==> src/rtl/collision_engine.sv <==
// Sequential pacman collision resolver: ghost/tile classification, dot/pill clearing and counters.
// Optional frightened-mode timer is built in when COLLISION_FRIGHT_EN is defined.
module collision_engine #(
    parameter int unsigned NUM_GHOSTS   = 2,
    parameter int unsigned X_W          = 6,
    parameter int unsigned Y_W          = 5,
    parameter int unsigned CNT_W        = 10,
    parameter int unsigned FRIGHT_TICKS = 360,
    localparam int unsigned GID_W       = (NUM_GHOSTS > 1) ? $clog2(NUM_GHOSTS) : 1
) (
    input  logic                      CLOCK_50,
    input  logic                      reset,
    input  logic                      load,
    input  logic [CNT_W-1:0]          init_dots,
    input  logic [CNT_W-1:0]          init_pills,
    input  logic                      start,
    input  logic [X_W-1:0]            next_pacman_x,
    input  logic [Y_W-1:0]            next_pacman_y,
    input  logic [NUM_GHOSTS*X_W-1:0] next_ghost_x,
    input  logic [NUM_GHOSTS*Y_W-1:0] next_ghost_y,
    input  logic                      frame_tick,
    output logic [Y_W+X_W-1:0]        map_addr,
    input  logic [1:0]                map_rdata,
    output logic                      map_we,
    output logic [1:0]                map_wdata,
    output logic                      busy,
    output logic                      done,
    output logic [2:0]                collision_type,
    output logic [GID_W-1:0]          ghost_id,
    output logic [CNT_W-1:0]          dots_left,
    output logic [CNT_W-1:0]          pills_left,
    output logic                      fright
);

    localparam logic [2:0] CT_NONE  = 3'd0;
    localparam logic [2:0] CT_WALL  = 3'd1;
    localparam logic [2:0] CT_DOT   = 3'd2;
    localparam logic [2:0] CT_PILL  = 3'd3;
    localparam logic [2:0] CT_GHOST = 3'd4;
    localparam logic [2:0] CT_EATEN = 3'd5;

    typedef enum logic [2:0] {IDLE, RD, EVAL, WR, DONE} state_t;

    state_t                    state, state_d;
    logic [X_W-1:0]            pac_x;
    logic [Y_W-1:0]            pac_y;
    logic [NUM_GHOSTS*X_W-1:0] ghost_x;
    logic [NUM_GHOSTS*Y_W-1:0] ghost_y;
    logic [2:0]                pend_type, pend_type_d;
    logic [GID_W-1:0]          pend_gid, pend_gid_d;
    logic [Y_W+X_W-1:0]        map_addr_d;
    logic                      map_we_d, busy_d, done_d;
    logic [2:0]                collision_type_d;
    logic [GID_W-1:0]          ghost_id_d;
    logic [CNT_W-1:0]          dots_d, pills_d;
    logic                      accept;
    logic                      ghost_hit;
    logic [GID_W-1:0]          hit_id;
    logic [2:0]                tile_type, eval_type;
    logic                      pill_reload;

    assign map_wdata   = 2'b00;
    assign accept      = (state == IDLE) && !load && start;
    assign pill_reload = (state == WR) && (pend_type == CT_PILL);

    // Ghost match: scan downwards so the lowest matching index is the one kept
    always_comb begin
        ghost_hit = 1'b0;
        hit_id    = '0;
        for (int i = int'(NUM_GHOSTS) - 1; i >= 0; i--) begin
            if (ghost_x[i*X_W +: X_W] == pac_x && ghost_y[i*Y_W +: Y_W] == pac_y) begin
                ghost_hit = 1'b1;
                hit_id    = GID_W'(i);
            end
        end
    end

    always_comb begin
        case (map_rdata)
            2'b01:   tile_type = CT_WALL;
            2'b10:   tile_type = CT_DOT;
            2'b11:   tile_type = CT_PILL;
            default: tile_type = CT_NONE;
        endcase
        eval_type = ghost_hit ? (fright ? CT_EATEN : CT_GHOST) : tile_type;
    end

    // Next-state and registered-output values
    always_comb begin
        state_d          = state;
        map_addr_d       = map_addr;
        map_we_d         = 1'b0;
        busy_d           = busy;
        done_d           = 1'b0;
        collision_type_d = collision_type;
        ghost_id_d       = ghost_id;
        dots_d           = dots_left;
        pills_d          = pills_left;
        pend_type_d      = pend_type;
        pend_gid_d       = pend_gid;

        case (state)
            IDLE: begin
                if (load) begin
                    dots_d  = init_dots;
                    pills_d = init_pills;
                end else if (start) begin
                    map_addr_d = {next_pacman_y, next_pacman_x};
                    busy_d     = 1'b1;
                    state_d    = RD;
                end
            end
            RD: state_d = EVAL;
            EVAL: begin
                pend_type_d = eval_type;
                pend_gid_d  = hit_id;
                if (eval_type == CT_DOT || eval_type == CT_PILL) begin
                    map_we_d = 1'b1;
                    state_d  = WR;
                end else begin
                    done_d           = 1'b1;
                    collision_type_d = eval_type;
                    ghost_id_d       = hit_id;
                    state_d          = DONE;
                end
            end
            WR: begin
                done_d           = 1'b1;
                collision_type_d = pend_type;
                ghost_id_d       = pend_gid;
                if (pend_type == CT_DOT && dots_left != '0)
                    dots_d = dots_left - CNT_W'(1);
                if (pend_type == CT_PILL && pills_left != '0)
                    pills_d = pills_left - CNT_W'(1);
                state_d = DONE;
            end
            DONE: begin
                busy_d  = 1'b0;
                state_d = IDLE;
            end
            default: state_d = IDLE;
        endcase
    end

    always_ff @(posedge CLOCK_50 or posedge reset) begin
        if (reset) begin
            state          <= IDLE;
            map_addr       <= '0;
            map_we         <= 1'b0;
            busy           <= 1'b0;
            done           <= 1'b0;
            collision_type <= CT_NONE;
            ghost_id       <= '0;
            dots_left      <= '0;
            pills_left     <= '0;
            pend_type      <= CT_NONE;
            pend_gid       <= '0;
        end else begin
            state          <= state_d;
            map_addr       <= map_addr_d;
            map_we         <= map_we_d;
            busy           <= busy_d;
            done           <= done_d;
            collision_type <= collision_type_d;
            ghost_id       <= ghost_id_d;
            dots_left      <= dots_d;
            pills_left     <= pills_d;
            pend_type      <= pend_type_d;
            pend_gid       <= pend_gid_d;
        end
    end

    // Request positions are captured once so the movement controller may move on
    always_ff @(posedge CLOCK_50 or posedge reset) begin
        if (reset) begin
            pac_x   <= '0;
            pac_y   <= '0;
            ghost_x <= '0;
            ghost_y <= '0;
        end else if (accept) begin
            pac_x   <= next_pacman_x;
            pac_y   <= next_pacman_y;
            ghost_x <= next_ghost_x;
            ghost_y <= next_ghost_y;
        end
    end

`ifdef COLLISION_FRIGHT_EN
    localparam int unsigned FR_W = $clog2(FRIGHT_TICKS + 1);

    logic [FR_W-1:0] fr_cnt, fr_cnt_d;

    // Pill reload takes precedence over a coincident frame tick
    always_comb begin
        fr_cnt_d = fr_cnt;
        if (pill_reload)
            fr_cnt_d = FR_W'(FRIGHT_TICKS);
        else if (frame_tick && fr_cnt != '0)
            fr_cnt_d = fr_cnt - FR_W'(1);
    end

    always_ff @(posedge CLOCK_50 or posedge reset) begin
        if (reset) begin
            fr_cnt <= '0;
            fright <= 1'b0;
        end else begin
            fr_cnt <= fr_cnt_d;
            fright <= (fr_cnt_d != '0);
        end
    end
`else
    logic unused_fright;

    assign fright        = 1'b0;
    assign unused_fright = frame_tick ^ pill_reload ^ (FRIGHT_TICKS == 0);
`endif

endmodule

==> config.mk <==
export PLATFORM = sky130hd
export DESIGN_NAME = collision_engine
export DESIGN_NICKNAME = d
export VERILOG_FILES = /design/src/rtl/collision_engine.sv
export SDC_FILE = /design/constraint.sdc
export NUM_CORES = 1
export LEC_CHECK = 0
export ABC_AREA = 1
export BUFFER_PORTS_ARGS = -buffer_cell sky130_fd_sc_hd__buf_4
export CORE_MARGIN = 4
export CORE_UTILIZATION = 45
export CTS_CLUSTER_DIAMETER = 30
export CTS_CLUSTER_SIZE = 30
export DETAILED_ROUTE_END_ITERATION = 6
export PLACE_DENSITY = 0.7
export RECOVER_POWER = 50
export SETUP_SLACK_MARGIN = 0.05
export SYNTH_ARGS = -nofsm -noshare
export SYNTH_HDL_FRONTEND = slang
export SYNTH_SLANG_ARGS = --single-unit
export TNS_END_PERCENT = 5
==> constraint.sdc <==
create_clock -name CLOCK_50 -period 2.64 [get_ports CLOCK_50]
set_input_delay 0.132 -clock CLOCK_50 [delete_from_list [all_inputs] [get_ports CLOCK_50]]
set_output_delay 0.132 -clock CLOCK_50 [all_outputs]
set_load 0.005 [all_outputs]
==> out/results.md <==
| Parameter | This run |
|:---|:---|
| Clock net sink count | 78 |
| GR Util All Layers | 18.8% |
| Skew-Pair Late Insertion Delay | 0.36 ns |
| Critical path required time | 3.11 ns |
| Antenna violations before repair | 0 |
| Global route overflow | 0 |
| Number of standard cells in the layout, taps in and fillers out | 744 |
| Placed Instance Area | 4720 um^2 |
| Clk Tree Root Cell | sky130_fd_sc_hd__clkbuf_8 |
| Per-cell routed wire length | 12.7 um |
| Area enclosed by the die boundary | 10,300 um^2 |
| Initial core utilization | 47.1% |
| Fin crit share | 74.3% |
| Number of synthesized flops with an enable pin | 0 |
| Most used flip-flop cell after synthesis | sky130_fd_sc_hd__dfrtp_1 |
| Largest stage delay on the critical path | 1.01 ns |
| Share of layout cells above drive strength 1 | 21.3% |
| Setup repair after global routing missed its margin | no |
| Post-route total power | 5.54 mW |
| Element type at the critical path end | async pin |
| Share of the synthesized area in the top cell type | 49.5% |
| Vias in the first global route | 3,479 |
| Half-perimeter wire length after detailed placement | 6.46 mm |
| Number of warning messages in the yosys log | 0 |
| Area contributors post-synth | sky130_fd_sc_hd__dfrtp_1 49%, sky130_fd_sc_hd__nand2_1 19%, sky130_fd_sc_hd__o21ai_0 5.8%, sky130_fd_sc_hd__inv_1 4.5%, sky130_fd_sc_hd__nor2_1 3.1% |
| Syn Std Cell Area | 3950 um^2 |
| List of most frequent post-synthesis cells | 199 x sky130_fd_sc_hd__nand2_1, 78 x sky130_fd_sc_hd__dfrtp_1, 47 x sky130_fd_sc_hd__inv_1 |
| Antenna Violating Nets Remaining | 0 |
| Port bufs | 96 |
| Final setup skew | 0.0131 ns |
| Worst-Margin Slew | 1.77 ns |
| Drt first-iter violations | 98 |
| Area of the core region | 8380 um^2 |
| Number of remaining DRC errors | 0 |
| P_leak | 2.82 nW |
| Fraction of synthesis flops using an asynchronous set or reset pin | 100% |
| Failing checks | capacitance limit, slew limit |
| Register area share after synthesis | 49.5% |
| Register area | 1950 um^2 |
| Max-cap violations | 1 |
| Worst Hold Class | input pin to register |
| Normalized max-slew margin | -18.8% |
| Setup tns final | 0 ns |
| Crit-path cells | dlygate4sd3_1 -> clkbuf_4 -> clkinvlp_2 -> clkbuf_2 |
| Ant. Diodes | 0 |
| Post-route core utilization | 62.7% |
| Width of the die | 102 um |
| Sum of routed wire length over all layers | 9.41 mm |
| TritonCTS clock tree | yes |
| Post-route cell area | 5250 um^2 |
| Number of cells traversed by the worst register-to-register path | 11 |
| Critical-path cell with the highest stage delay | sky130_fd_sc_hd__clkinvlp_2 |
| Endpoints failing setup | 0 |
| Number of nets at the end of the flow | 696 |
| Number of clock buffers inserted by TritonCTS | 9 |
| Shortest period the worst path allows | 1.96 ns |
| Library cell with the highest instance count after synthesis | sky130_fd_sc_hd__nand2_1 |
| Number of primary I/O pins | 101 |
| Highest clock rate | 510 MHz |
| Vertical die dimension | 102 um |
| Number of synthesized register bits | 78 |
| Final Hold Fails | 0 |
| Leading area contributor after synthesis | sky130_fd_sc_hd__dfrtp_1 |
| Distinct cell type count after synthesis | 29 |
| Iteration count of the initial detailed-routing pass | 4 |
| Via total after detailed routing | 3,576 |
| Worst-path clk slew | 0.09 ns |
| Area of the multi-input gates | 1680 um^2 |
| Filler instances | 748 |
| Launch instance of the worst min-delay path | next_pacman_x[4] |
| Row count | 33 |
| Status | finished, violations left |
| Area growth from synthesis to layout | 33.1% |
| Deepest level of the CTS H-tree | 3 |
| Slew Viols, Final | 40 |
| Gate count after technology mapping | 503 |
| Last weighted congestion value of the routability-driven placer | 0.822 |
| Mean number of vias per cell | 4.81 |
| Worst reg2reg startpoint | pills_left[0]$_DFFE_PP0P_ |
| Startpoint type of the worst setup path | input pin |
| Wire length of the first global-routing pass | 15.4 mm |
| Total power density per cell area | 1060 nW/um^2 |
| Category of the most critical setup path | input pin to async pin |
| Max FO, Critical Path | 39 |
| Largest net degree at the start of global routing | 47 |
| Worst voltage drop across the vdd grid | 0.437 mV |
| Timing startpoint of the critical path | reset |
| Hold path cells | 3 |
| Post-placement cell count | 694 |
| Mean area per synthesized cell | 7.84 um^2 |
| Endpoint arrival time on the critical path | 2.43 ns |
| Max clock buf depth | 2 |
-- what timing repair did --
| item | CTS | global route |
|---|---|---|
| hold buffers | 34 | 0 |
| gates resized for setup | 0 | 0 |
| hold endpoints to repair | 77 | 0 |
| setup buffers | 0 | 0 |
-- through the flow --
stage,hold slack [ns],setup WS (ns)
2_1_floorplan,0.249,0.513
3_3_place_gp,0.269,0.740
3_5_place_dp,0.266,0.700
4_1_cts,0.00843,0.686
5_1_grt,0.0266,0.270
6_report,0.0240,0.679
-- metal layers --
metal	routed length, um	part of all wire, %	up-vias	global-route usage [%]
met2	4870	52	92	34.3
met4	108	1.1	0	5.42
li1	-	-	1810	-
met5	0	0	-	0
met1	3890	41	1662	21.6
met3	549	5.8	12	5.03
-- state kept, by name (all words and copies together) (netlist names) --
register        flops
busy                1
collision_type      3
done                1
dots_left          10
ghost_id            1
ghost_x            12
ghost_y            10
map_addr           11
map_we              1
pac_x               6
pac_y               5
pend_gid            1
pend_type           3
pills_left         10
state               3
-- layout make-up --
class | instances | share of cell area [%]
tap | 105 | 2.50
clock buffer | 10 | 2.62
clock inverter | 6 | 1.29
multi-input combinational | 360 | 32.1
inverter | 51 | 3.76
sequential | 78 | 37.2
timing repair buffer | 134 | 20.6
-- report_power, final --
| part | internal (mW) | total [mW] | switching, mW |
|---|---|---|---|
| Sequential | 1.75 | 2.19 | 0.448 |
| Combinational | 1.07 | 2.41 | 1.34 |
| Clock | 0.468 | 0.936 | 0.468 |
-- worst paths after layout --
path | end | slack (ns)
max | pac_x[3]$_DFFE_PP0P_ | 0.68
min | map_addr[4]$_DFFE_PP0P_ | 0.02
max reg2reg | pills_left[0]$_DFFE_PP0P_ | 0.70
min reg2reg | collision_type[1]$_DFFE_PP0P_ | 0.47
max in group CLOCK_50 | pills_left[0]$_DFFE_PP0P_ | 0.70
min in group asynchronous | map_addr[10]$_DFFE_PP0P_ | 0.77
-- kinds of logic (layout without fill, tap and decap cells) --
logic type	Yosys count	count (layout)	share of synthesized area (%)
adders and majority gates	2	2	0.634
xor gates and xnor gates	19	19	4.22
buffers and inverters	67	201	8.02
AOI/OAI and AO/OA	61	61	8.09
and+or+nand+nor	271	271	28.4
DFF	78	78	49.5
muxes	4	4	1.01
other	1	3	0.0951
-- critical path, delay by kind of cell --
family	cells	cell delay [ns]
buf+inv	4	2.29
-- cells in the final DEF, fill, tap and decap left out, types with 3 or more instances in the layout --
| master | n |
|---|---|
| sky130_fd_sc_hd__nand2_1 | 199 |
| sky130_fd_sc_hd__dfrtp_1 | 78 |
| sky130_fd_sc_hd__buf_4 | 59 |
| sky130_fd_sc_hd__inv_1 | 46 |
| sky130_fd_sc_hd__o21ai_0 | 46 |
| sky130_fd_sc_hd__clkbuf_4 | 38 |
| sky130_fd_sc_hd__dlygate4sd3_1 | 34 |
| sky130_fd_sc_hd__nor2_1 | 33 |
| sky130_fd_sc_hd__nand3_1 | 19 |
| sky130_fd_sc_hd__xnor2_1 | 13 |
| sky130_fd_sc_hd__clkbuf_8 | 10 |
| sky130_fd_sc_hd__nand2_2 | 8 |
| sky130_fd_sc_hd__o21ai_1 | 7 |
| sky130_fd_sc_hd__xor2_1 | 6 |
| sky130_fd_sc_hd__a21oi_1 | 6 |
| sky130_fd_sc_hd__mux2i_1 | 4 |
| sky130_fd_sc_hd__nor3_1 | 3 |
| sky130_fd_sc_hd__conb_1 | 3 |
(Power assumes the default switching activity.)
